[src/rtl/rr_dist_buf_if.sv]
// Handshake bundle between one producer, rr_dist_buf and its NumOut consumer lanes.
// The slave side is the distributor; the master side is the surrounding logic.
interface rr_dist_buf_if #(
  parameter int unsigned NumOut    = 4,
  parameter int unsigned DataWidth = 32,
  parameter int unsigned IdxWidth  = $clog2(NumOut),
  parameter int unsigned FillWidth = $clog2(NumOut + 1)
);
  logic [IdxWidth-1:0]         sel_i;
  logic                        valid_i;
  logic                        ready_o;
  logic [DataWidth-1:0]        data_i;
  logic [IdxWidth-1:0]         idx_o;
  logic                        drop_o;
  logic [NumOut-1:0]           valid_o;
  logic [NumOut-1:0]           ready_i;
  logic [NumOut*DataWidth-1:0] data_o;
  logic [FillWidth-1:0]        fill_o;

  modport master (
    output sel_i, valid_i, data_i, ready_i,
    input  ready_o, idx_o, drop_o, valid_o, data_o, fill_o
  );

  modport slave (
    input  sel_i, valid_i, data_i, ready_i,
    output ready_o, idx_o, drop_o, valid_o, data_o, fill_o
  );
endinterface

[src/rtl/rr_dist_buf.sv]
// 1-to-NumOut stream distributor: round-robin (or externally selected) lane choice,
// one output register per lane, 1-cycle latency, full rate when the target lane is free.
module rr_dist_buf #(
  parameter int unsigned NumOut    = 4,
  parameter int unsigned DataWidth = 32,
  parameter bit          ExtSel    = 1'b0,
  parameter bit          FairDist  = 1'b1,
  parameter int unsigned IdxWidth  = $clog2(NumOut)
) (
  input  logic         clk_i,
  input  logic         rst_i,
  input  logic         flush_i,
  rr_dist_buf_if.slave bus
);
  localparam int unsigned       FillWidth = $clog2(NumOut + 1);
  localparam logic [IdxWidth:0] NumOutW   = (IdxWidth + 1)'(NumOut);
  localparam logic [IdxWidth-1:0] LastLane = IdxWidth'(NumOut - 1);

  logic [NumOut-1:0]    valid_q;
  logic [DataWidth-1:0] data_q [NumOut];
  logic [IdxWidth-1:0]  rr_q;
  logic [IdxWidth-1:0]  rr_d;
  logic                 drop_q;

  logic [NumOut-1:0]    free;
  logic [NumOut-1:0]    free_rot;
  logic [NumOut-1:0]    load;
  logic [IdxWidth-1:0]  tgt;
  logic [IdxWidth-1:0]  off;
  logic [IdxWidth:0]    sum;
  logic                 any_free;
  logic                 tgt_ok;
  logic                 rdy;
  logic                 hs;
  logic [FillWidth-1:0] fill_d;

  // A lane can take a beat if it is empty or is being drained this cycle.
  assign free = ~valid_q | bus.ready_i;

  always_comb begin
    tgt      = rr_q;
    tgt_ok   = 1'b1;
    rdy      = 1'b0;
    free_rot = '0;
    off      = '0;
    any_free = 1'b0;
    sum      = '0;
    if (ExtSel) begin
      tgt    = bus.sel_i;
      tgt_ok = ({1'b0, bus.sel_i} < NumOutW);
      // Out-of-range selects match no lane and are accepted for discarding.
      rdy    = 1'b1;
      for (int unsigned k = 0; k < NumOut; k++) begin
        if (bus.sel_i == IdxWidth'(k)) rdy = free[k];
      end
    end else if (FairDist) begin
      // Rotate so bit 0 is the pointer lane; the lowest set bit is then the
      // first free lane at or after rr_q, and its offset is added back mod NumOut.
      free_rot = NumOut'({free, free} >> rr_q);
      for (int unsigned j = 0; j < NumOut; j++) begin
        if (!any_free && free_rot[j]) begin
          any_free = 1'b1;
          off      = IdxWidth'(j);
        end
      end
      sum = {1'b0, rr_q} + {1'b0, off};
      if (sum >= NumOutW) sum = sum - NumOutW;
      tgt = sum[IdxWidth-1:0];
      rdy = any_free;
    end else begin
      for (int unsigned k = 0; k < NumOut; k++) begin
        if (rr_q == IdxWidth'(k)) rdy = free[k];
      end
    end
  end

  assign hs = bus.valid_i & rdy;

  always_comb begin
    load = '0;
    for (int unsigned k = 0; k < NumOut; k++) begin
      load[k] = hs & tgt_ok & (tgt == IdxWidth'(k));
    end
  end

  always_comb begin
    rr_d = rr_q;
    if (!ExtSel && hs) begin
      rr_d = (tgt == LastLane) ? '0 : tgt + IdxWidth'(1);
    end
  end

  always_ff @(posedge clk_i or posedge rst_i) begin
    if (rst_i) begin
      valid_q <= '0;
      rr_q    <= '0;
      drop_q  <= 1'b0;
      for (int unsigned k = 0; k < NumOut; k++) data_q[k] <= '0;
    end else if (flush_i) begin
      valid_q <= '0;
      rr_q    <= '0;
      drop_q  <= 1'b0;
      for (int unsigned k = 0; k < NumOut; k++) data_q[k] <= '0;
    end else begin
      rr_q   <= rr_d;
      drop_q <= hs & ~tgt_ok;
      for (int unsigned k = 0; k < NumOut; k++) begin
        // A load wins over a drain of the same lane, so there is no bubble.
        if (load[k]) begin
          valid_q[k] <= 1'b1;
          data_q[k]  <= bus.data_i;
        end else if (bus.ready_i[k]) begin
          valid_q[k] <= 1'b0;
        end
      end
    end
  end

  always_comb begin
    bus.data_o = '0;
    for (int unsigned k = 0; k < NumOut; k++) begin
      bus.data_o[k*DataWidth +: DataWidth] = data_q[k];
    end
  end

  always_comb begin
    fill_d = '0;
    for (int unsigned k = 0; k < NumOut; k++) begin
      fill_d = fill_d + FillWidth'(valid_q[k]);
    end
  end

  assign bus.ready_o = rdy;
  assign bus.idx_o   = tgt;
  assign bus.drop_o  = drop_q;
  assign bus.valid_o = valid_q;
  assign bus.fill_o  = fill_d;

  for (genvar k = 0; k < NumOut; k++) begin : g_hold
    hold_stable_a: assert property (@(posedge clk_i) disable iff (rst_i)
      (valid_q[k] && !bus.ready_i[k] && !flush_i) |=> $stable(data_q[k]));
  end

endmodule

[src/flat_wrapper.sv]
// flat-port wrapper written by rule: the top's interface ports become plain ports
module rr_dist_buf_flat 
#(
  parameter int unsigned NumOut    = 4,
  parameter int unsigned DataWidth = 32,
  parameter bit          ExtSel    = 1'b0,
  parameter bit          FairDist  = 1'b1,
  parameter int unsigned IdxWidth  = $clog2(NumOut)
)
  (clk_i, rst_i, flush_i, bus_sel_i, bus_valid_i, bus_data_i, bus_ready_i, bus_ready_o, bus_idx_o, bus_drop_o, bus_valid_o, bus_data_o, bus_fill_o);
  rr_dist_buf_if #(.NumOut(NumOut), .DataWidth(DataWidth), .IdxWidth(IdxWidth)) bus_i ();
  input  logic clk_i;
  input  logic rst_i;
  input  logic flush_i;
  input wire logic [$bits(bus_i.sel_i)-1:0] bus_sel_i;
  input wire logic [$bits(bus_i.valid_i)-1:0] bus_valid_i;
  input wire logic [$bits(bus_i.data_i)-1:0] bus_data_i;
  input wire logic [$bits(bus_i.ready_i)-1:0] bus_ready_i;
  output wire logic [$bits(bus_i.ready_o)-1:0] bus_ready_o;
  output wire logic [$bits(bus_i.idx_o)-1:0] bus_idx_o;
  output wire logic [$bits(bus_i.drop_o)-1:0] bus_drop_o;
  output wire logic [$bits(bus_i.valid_o)-1:0] bus_valid_o;
  output wire logic [$bits(bus_i.data_o)-1:0] bus_data_o;
  output wire logic [$bits(bus_i.fill_o)-1:0] bus_fill_o;
  assign bus_i.sel_i = bus_sel_i;
  assign bus_i.valid_i = bus_valid_i;
  assign bus_i.data_i = bus_data_i;
  assign bus_i.ready_i = bus_ready_i;
  assign bus_ready_o = bus_i.ready_o;
  assign bus_idx_o = bus_i.idx_o;
  assign bus_drop_o = bus_i.drop_o;
  assign bus_valid_o = bus_i.valid_o;
  assign bus_data_o = bus_i.data_o;
  assign bus_fill_o = bus_i.fill_o;
  rr_dist_buf #(.NumOut(NumOut), .DataWidth(DataWidth), .ExtSel(ExtSel), .FairDist(FairDist), .IdxWidth(IdxWidth)) u_core (.clk_i(clk_i), .rst_i(rst_i), .flush_i(flush_i), .bus(bus_i));
endmodule
[config.mk]
export PLATFORM = sky130hd
export DESIGN_NAME = rr_dist_buf_flat
export DESIGN_NICKNAME = d
export VERILOG_FILES = /design/src/rtl/rr_dist_buf_if.sv /design/src/rtl/rr_dist_buf.sv /design/src/flat_wrapper.sv
export SDC_FILE = /design/constraint.sdc
export NUM_CORES = 1
export LEC_CHECK = 0
export CORE_MARGIN = 2
export CORE_UTILIZATION = 50
export CTS_BUF_LIST = sky130_fd_sc_hd__clkbuf_16
export CTS_CLUSTER_SIZE = 24
export DETAILED_ROUTE_END_ITERATION = 6
export PLACE_DENSITY = 0.85
export SLEW_MARGIN = 10
export SYNTH_ARGS = -nofsm -noshare
export SYNTH_HDL_FRONTEND = slang
export SYNTH_SLANG_ARGS = --single-unit
[constraint.sdc]
create_clock -name clk_i -period 7 [get_ports clk_i]
set_clock_uncertainty 0.05 [all_clocks]
set_input_delay 0.7 -clock clk_i [delete_from_list [all_inputs] [get_ports clk_i]]
set_output_delay 0.7 -clock clk_i [all_outputs]
set_load 0.01 [all_outputs]
# Word-level counts from Yosys, hierarchy flattened
# Cells that the tools add are included.
# classes
add_sub_neg	6
order_cmp	1
eq_ne	3
shifts	1
muxes	25
bitwise	7
reduce_logical	16
# ops
operator	n
128-bit 2-to-1 mux	1
32-bit 2-to-1 mux	4
1-bit 2-to-1 mux	13
2-bit 2-to-1 mux	6
3-bit nonzero test	4
2-bit nonzero test	5
8-bit by 2-bit right shift with 4-bit output	1
3-bit by 1-bit adder with 3-bit output	2
1-bit AND	5
2-bit == test (second input constant)	2
4-bit 2-to-1 mux	1
4-bit inverter	1
4-bit bitwise OR	1
2-bit by 2-bit adder with 3-bit output	1
3-bit greater-or-equal comparator (second input constant)	1
1-bit logical AND	3
1-bit logical NOT	3
1-bit by 1-bit adder with 2-bit output	1
2-bit by 1-bit adder with 2-bit output (second input constant)	1
2-bit by 1-bit == test with 1-bit output (second input constant)	1
2-bit logical NOT	1
2-bit by 1-bit subtractor with 2-bit output (second input constant)	1
# totals
reg_bits	134
inputBits	42
elab_cells	68

# Longest topological paths before layout
# depth
depth_word	20
mapped_depth	13
mapped_depth_nobuf	11

# Least setup slack after synthesis
# Ideal clock, no wire load.
# synth_timing
kind	in2reg
from	input bus_ready_i[1]
to	register u_core.data_q (netlist bit u_core.bus.data_o[112])
t_arrival_ps	2853
slack_ps	3965
stages	13
n_path_buf	2
path_cell_list	nor2b_1 clkbuf_1 nor3_1 a311oi_1 o211ai_1 ha_1 xor2_1 ha_1 nand2_1 a21oi_4 buf_6 mux2i_1 nor2_1
# synth_between
elab_chain_len	18
elab_cells_between_ends	23
classes_between	add/sub: 2; order compare: 1; eq/ne: 1; shift: 1; mux: 8; bitwise: 3; reduce/logical: 7
# synth_lines
item	line_no	rtl
start: declaration	flat_wrapper.sv:18	input wire logic [$bits(bus_i.ready_i)-1:0] bus_ready_i;
4-bit bitwise OR (*)	rr_dist_buf.sv:38	assign free = ~valid_q | bus.ready_i;
8-bit by 2-bit right shift with 4-bit output (*)	rr_dist_buf.sv:59	free_rot = NumOut'({free, free} >> rr_q);
1-bit 2-to-1 mux	rr_dist_buf.sv:61	if (!any_free && free_rot[j]) begin
1-bit logical NOT	rr_dist_buf.sv:61	
1-bit logical AND	rr_dist_buf.sv:61	
1-bit 2-to-1 mux	rr_dist_buf.sv:61	
1-bit logical NOT	rr_dist_buf.sv:61	
1-bit logical AND	rr_dist_buf.sv:61	
[3 not listed]	--	
2-bit 2-to-1 mux (*)	rr_dist_buf.sv:61	
2-bit by 2-bit adder with 3-bit output (*)	rr_dist_buf.sv:66	sum = {1'b0, rr_q} + {1'b0, off};
3-bit greater-or-equal comparator / 2-bit by 1-bit subtractor with 2-bit output (equally long branches)	rr_dist_buf.sv:67	if (sum >= NumOutW) sum = sum - NumOutW;
2-bit 2-to-1 mux (*)	rr_dist_buf.sv:67	
via bus_idx_o[1]	flat_wrapper.sv:20	output wire logic [$bits(bus_i.idx_o)-1:0] bus_idx_o;
2-bit == test (*)	rr_dist_buf.sv:82	load[k] = hs & tgt_ok & (tgt == IdxWidth'(k));
1-bit AND (*)	rr_dist_buf.sv:82	
2-bit nonzero test (no line) (*)	--	
end signal: indexed assignment	rr_dist_buf.sv:111	data_q[k] <= bus.data_i;
end: declaration	rr_dist_buf.sv:20	logic [DataWidth-1:0] data_q [NumOut];
# The timed path passes the listed nets; every way through them passes the cells marked *.
# A chain may end at the register's enable or synchronous reset.

# Worst setup path after layout
# layout_timing
from	input bus_ready_i[2]
to	register u_core.data_q (netlist bit u_core.bus.data_o[117])
# layout_between
elab_chain_len	18
elab_cells_between_ends	23
classes_between	add/sub: 2; order compare: 1; eq/ne: 1; shift: 1; mux: 8; bitwise: 3; reduce/logical: 7
# layout_lines
item	line_no
4-bit bitwise OR (*)	rr_dist_buf.sv:38
8-bit by 2-bit right shift with 4-bit output (*)	rr_dist_buf.sv:59
1-bit 2-to-1 mux	rr_dist_buf.sv:61
1-bit logical NOT	rr_dist_buf.sv:61
1-bit logical AND	rr_dist_buf.sv:61
1-bit 2-to-1 mux	rr_dist_buf.sv:61
1-bit logical NOT	rr_dist_buf.sv:61
1-bit logical AND	rr_dist_buf.sv:61
[2 not listed]	--
1-bit logical AND	rr_dist_buf.sv:61
2-bit 2-to-1 mux	rr_dist_buf.sv:61
2-bit by 2-bit adder with 3-bit output	rr_dist_buf.sv:66
3-bit greater-or-equal comparator / 2-bit by 1-bit subtractor with 2-bit output (equally long branches)	rr_dist_buf.sv:67
2-bit 2-to-1 mux	rr_dist_buf.sv:67
2-bit == test	rr_dist_buf.sv:82
1-bit AND (*)	rr_dist_buf.sv:82
2-bit nonzero test (no line) (*)	--
# Mark *: on every way between the ends. The rest lies on a longest branch, timed or not.

==> results.cfg <==
[floorplan]
core_um2 = 11400
initial_utilization = 0.508
io_pins = 181
fp.dieArea_um2 = 12400
rows = 39
dieHeight_um = 111
die_x_um = 111

[place]
dp.final_hpwl_um = 9230
place_congestion = 0.808
dp_slack_ns = 2.46
dp.cells = 769
portBuffers = 177
place_area_um2 = 7540

[synthesis]
synthTopCellsByArea = dfrtp_1 (58%), mux2i_1 (22%), nor2_1 (8.6%)
synth-main-ff-cell = dfrtp_1
ys_async_sr_fraction = 1.00
yosys_warnings = 0
synth_seq_cells = 134
synth_cell_types = 33
synth_nets = 525
yosysTopAreaCell = dfrtp_1
synthCells = 475
avgSynthCellArea_um2 = 12.2
synth_top_cell_area_share = 0.580
synth_edf_count = 0
synth_area_um2 = 5780
synth-seq-area-share = 0.580
synthMostInstantiatedCell = dfrtp_1
synthTopCellsByCount = dfrtp_1 (134), nor2_1 (132), mux2i_1 (128)

[run_status]
status = finished clean

[worst_setup_path]
critPathCaptureType = flip-flop
critical_path_class = input pin to flip-flop
cpPeakStageDelay_ns = 0.64
cp_top_family = compound AO/OA/AOI/OAI gates
worstPathMaxFanout = 17
slowest_stage = and4bb_1
crit_chain = clkdlybuf4s50_1, and4bb_1, o21ai_0, a32oi_1, xor2_1, ha_1, nand2_1, a21oi_4, buf_4, mux2i_1, nor2_1
worstSetupStartpointType = input pin
critical_path_buf_inv_count = 2
crit_required_ns = 7.21
worstPathArrival_ns = 4.38

[clock_tree]
cts_buffers = 17
clkLatencyLatePin_ns = 0.41
ctsHoldBuffers = 0
cts-root-buf = clkbuf_16
htreeDepth = 4
cts_resized = 0
clk_path_buf_depth = 2
cts.sinks = 134
cts_tree = built
clk_pin_slew_ns = 0.06
cts_setup_buffers = 0

[global_routing]
overflow = 0
grt_usage = 0.232
grt_max_degree = 70
antenna_found_initial = 0
grt_pass1_vias = 4296
grt_first_pass_wirelength_um = 22900

[sta]
final.setup.tns_ns = 0
fin_crit_sh = 0.595
fin_ws_ns = 2.83
final_hold_viol_count = 0
rsz0062_at_grt = false
tightestPinTransition_ns = 0.832
relSlewSlack = 0.445
post-route-min-period_ns = 4.17
maxSlewViolCount = 0
final-setup-viol-count = 0
holdWs_ns = 0.469
fmax_mhz = 240

[cells_and_area]
antenna_cells = 0
syn_to_final_growth_pct = 41.1
fin_cells = 799
final_area_um2 = 8150
multi_input_area_um2 = 2190
fin_nets = 695
ff_latch_area_um2 = 3350
drive_gt1_frac = 0.0625
nFillCells = 786

[drt]
drt_pass1_iterations = 5
final_antenna_net_count = 0
detailroute.via_count = 4189
drc = 0
via_per_inst = 5.24
drt_iter0_markers = 242
routed_wl_um = 14000
routedWlPerCell_um = 17.5

[worst_hold_path]
hp-class = flip-flop to flip-flop

[job]
cap_violations = 0

[pwr]
ir_worst_vdd_mv = 0.166
leakage_nw = 3.48
power.density_nw_per_um2 = 300
## worst paths after layout
| check | start | to | slack [ns] | cells past startpoint |
|---|---|---|---|---|
| min | u_core.bus.data_o[38] | u_core.bus.data_o[38] | 0.47 | 2 |
| min reg2reg | u_core.bus.data_o[38] | u_core.bus.data_o[38] | 0.47 | 2 |
| min in group asynchronous | rst_i | u_core.bus.data_o[42] | 0.76 | 2 |
| max in group asynchronous | rst_i | u_core.bus.data_o[20] | 4.78 | 3 |
| max | bus_ready_i[2] | u_core.bus.data_o[117] | 2.83 | 11 |
| max reg2reg | u_core.bus.valid_o[2] | u_core.bus.data_o[117] | 3.19 | 10 |
## worst reg2reg max path: cells and delay by family (launching register included)
family,cells,cell delay [ns]
buf+inv,1,0.47
flops,1,0.41
xor+xnor,1,0.33
simple gates,3,0.74
compound gates,3,1.18
mux,1,0.28
fa+ha+maj,1,0.21
## flip-flops by register name (all words and copies together), names as in the netlist
signal,flops
u_core.bus.data_o,128
u_core.rr_q,2
u_core.bus.valid_o,4
## through the flow
| stage | power [mW] | utilization |
|---|---|---|
| after CTS | 2.46 | 0.717 |
| after global routing | 2.55 | 0.717 |
| after global placement | 1.52 | 0.663 |
| after detailed placement | 1.54 | 0.663 |
| final | 2.44 | 0.717 |
| after floorplan | 1.28 | - |
## power breakdown
part | total [mW] | switching, mW | internal (mW)
clock network | 0.916 | 0.326 | 0.590
logic | 0.618 | 0.302 | 0.316
registers | 0.909 | 0.0519 | 0.857
total | 2.44 | 0.680 | 1.76
## metal layers
metal | up-vias | routed length (µm) | GRT usage
li1 | 1938 | - | -
met3 | 10 | 1050 | 0.0887
met5 | - | 0 | 0
met4 | 0 | 111 | 0.0584
met2 | 143 | 6860 | 0.376
met1 | 2098 | 5950 | 0.296
## final cells by class
type | instances | area share
Sequential cell | 134 | 0.411
Multi-Input combinational cell | 307 | 0.268
Timing Repair Buffer | 183 | 0.223
Clock buffer | 17 | 0.0522
Clock inverter | 13 | 0.0226
Tap cell | 143 | 0.0219
Inverter | 2 | 0.00123
## cells by family after synthesis
family          Yosys count  share of synthesized area
simple gates            147                      0.102
flops                   134                      0.580
mux                     128                      0.222
buf+inv                  34                     0.0409
compound gates           21                     0.0329
fa+ha+maj                 8                     0.0186
xor+xnor                  2                    0.00303
other cells               1                   0.000649
## cell usage in the layout, fill, tap and decap left out, types with 2 or more instances in the layout
master,count
a211oi_1,2
a21oi_1,3
a21oi_4,4
and4bb_1,2
buf_4,7
bufinv_16,4
clkbuf_16,17
clkdlybuf4s50_1,176
clkinv_4,2
clkinvlp_4,5
dfrtp_1,134
ha_1,7
mux2i_1,128
nand2_1,5
nand2b_1,3
nor2_1,132
nor2b_1,3
No activity file was read; power rests on OpenSTA's default activity.
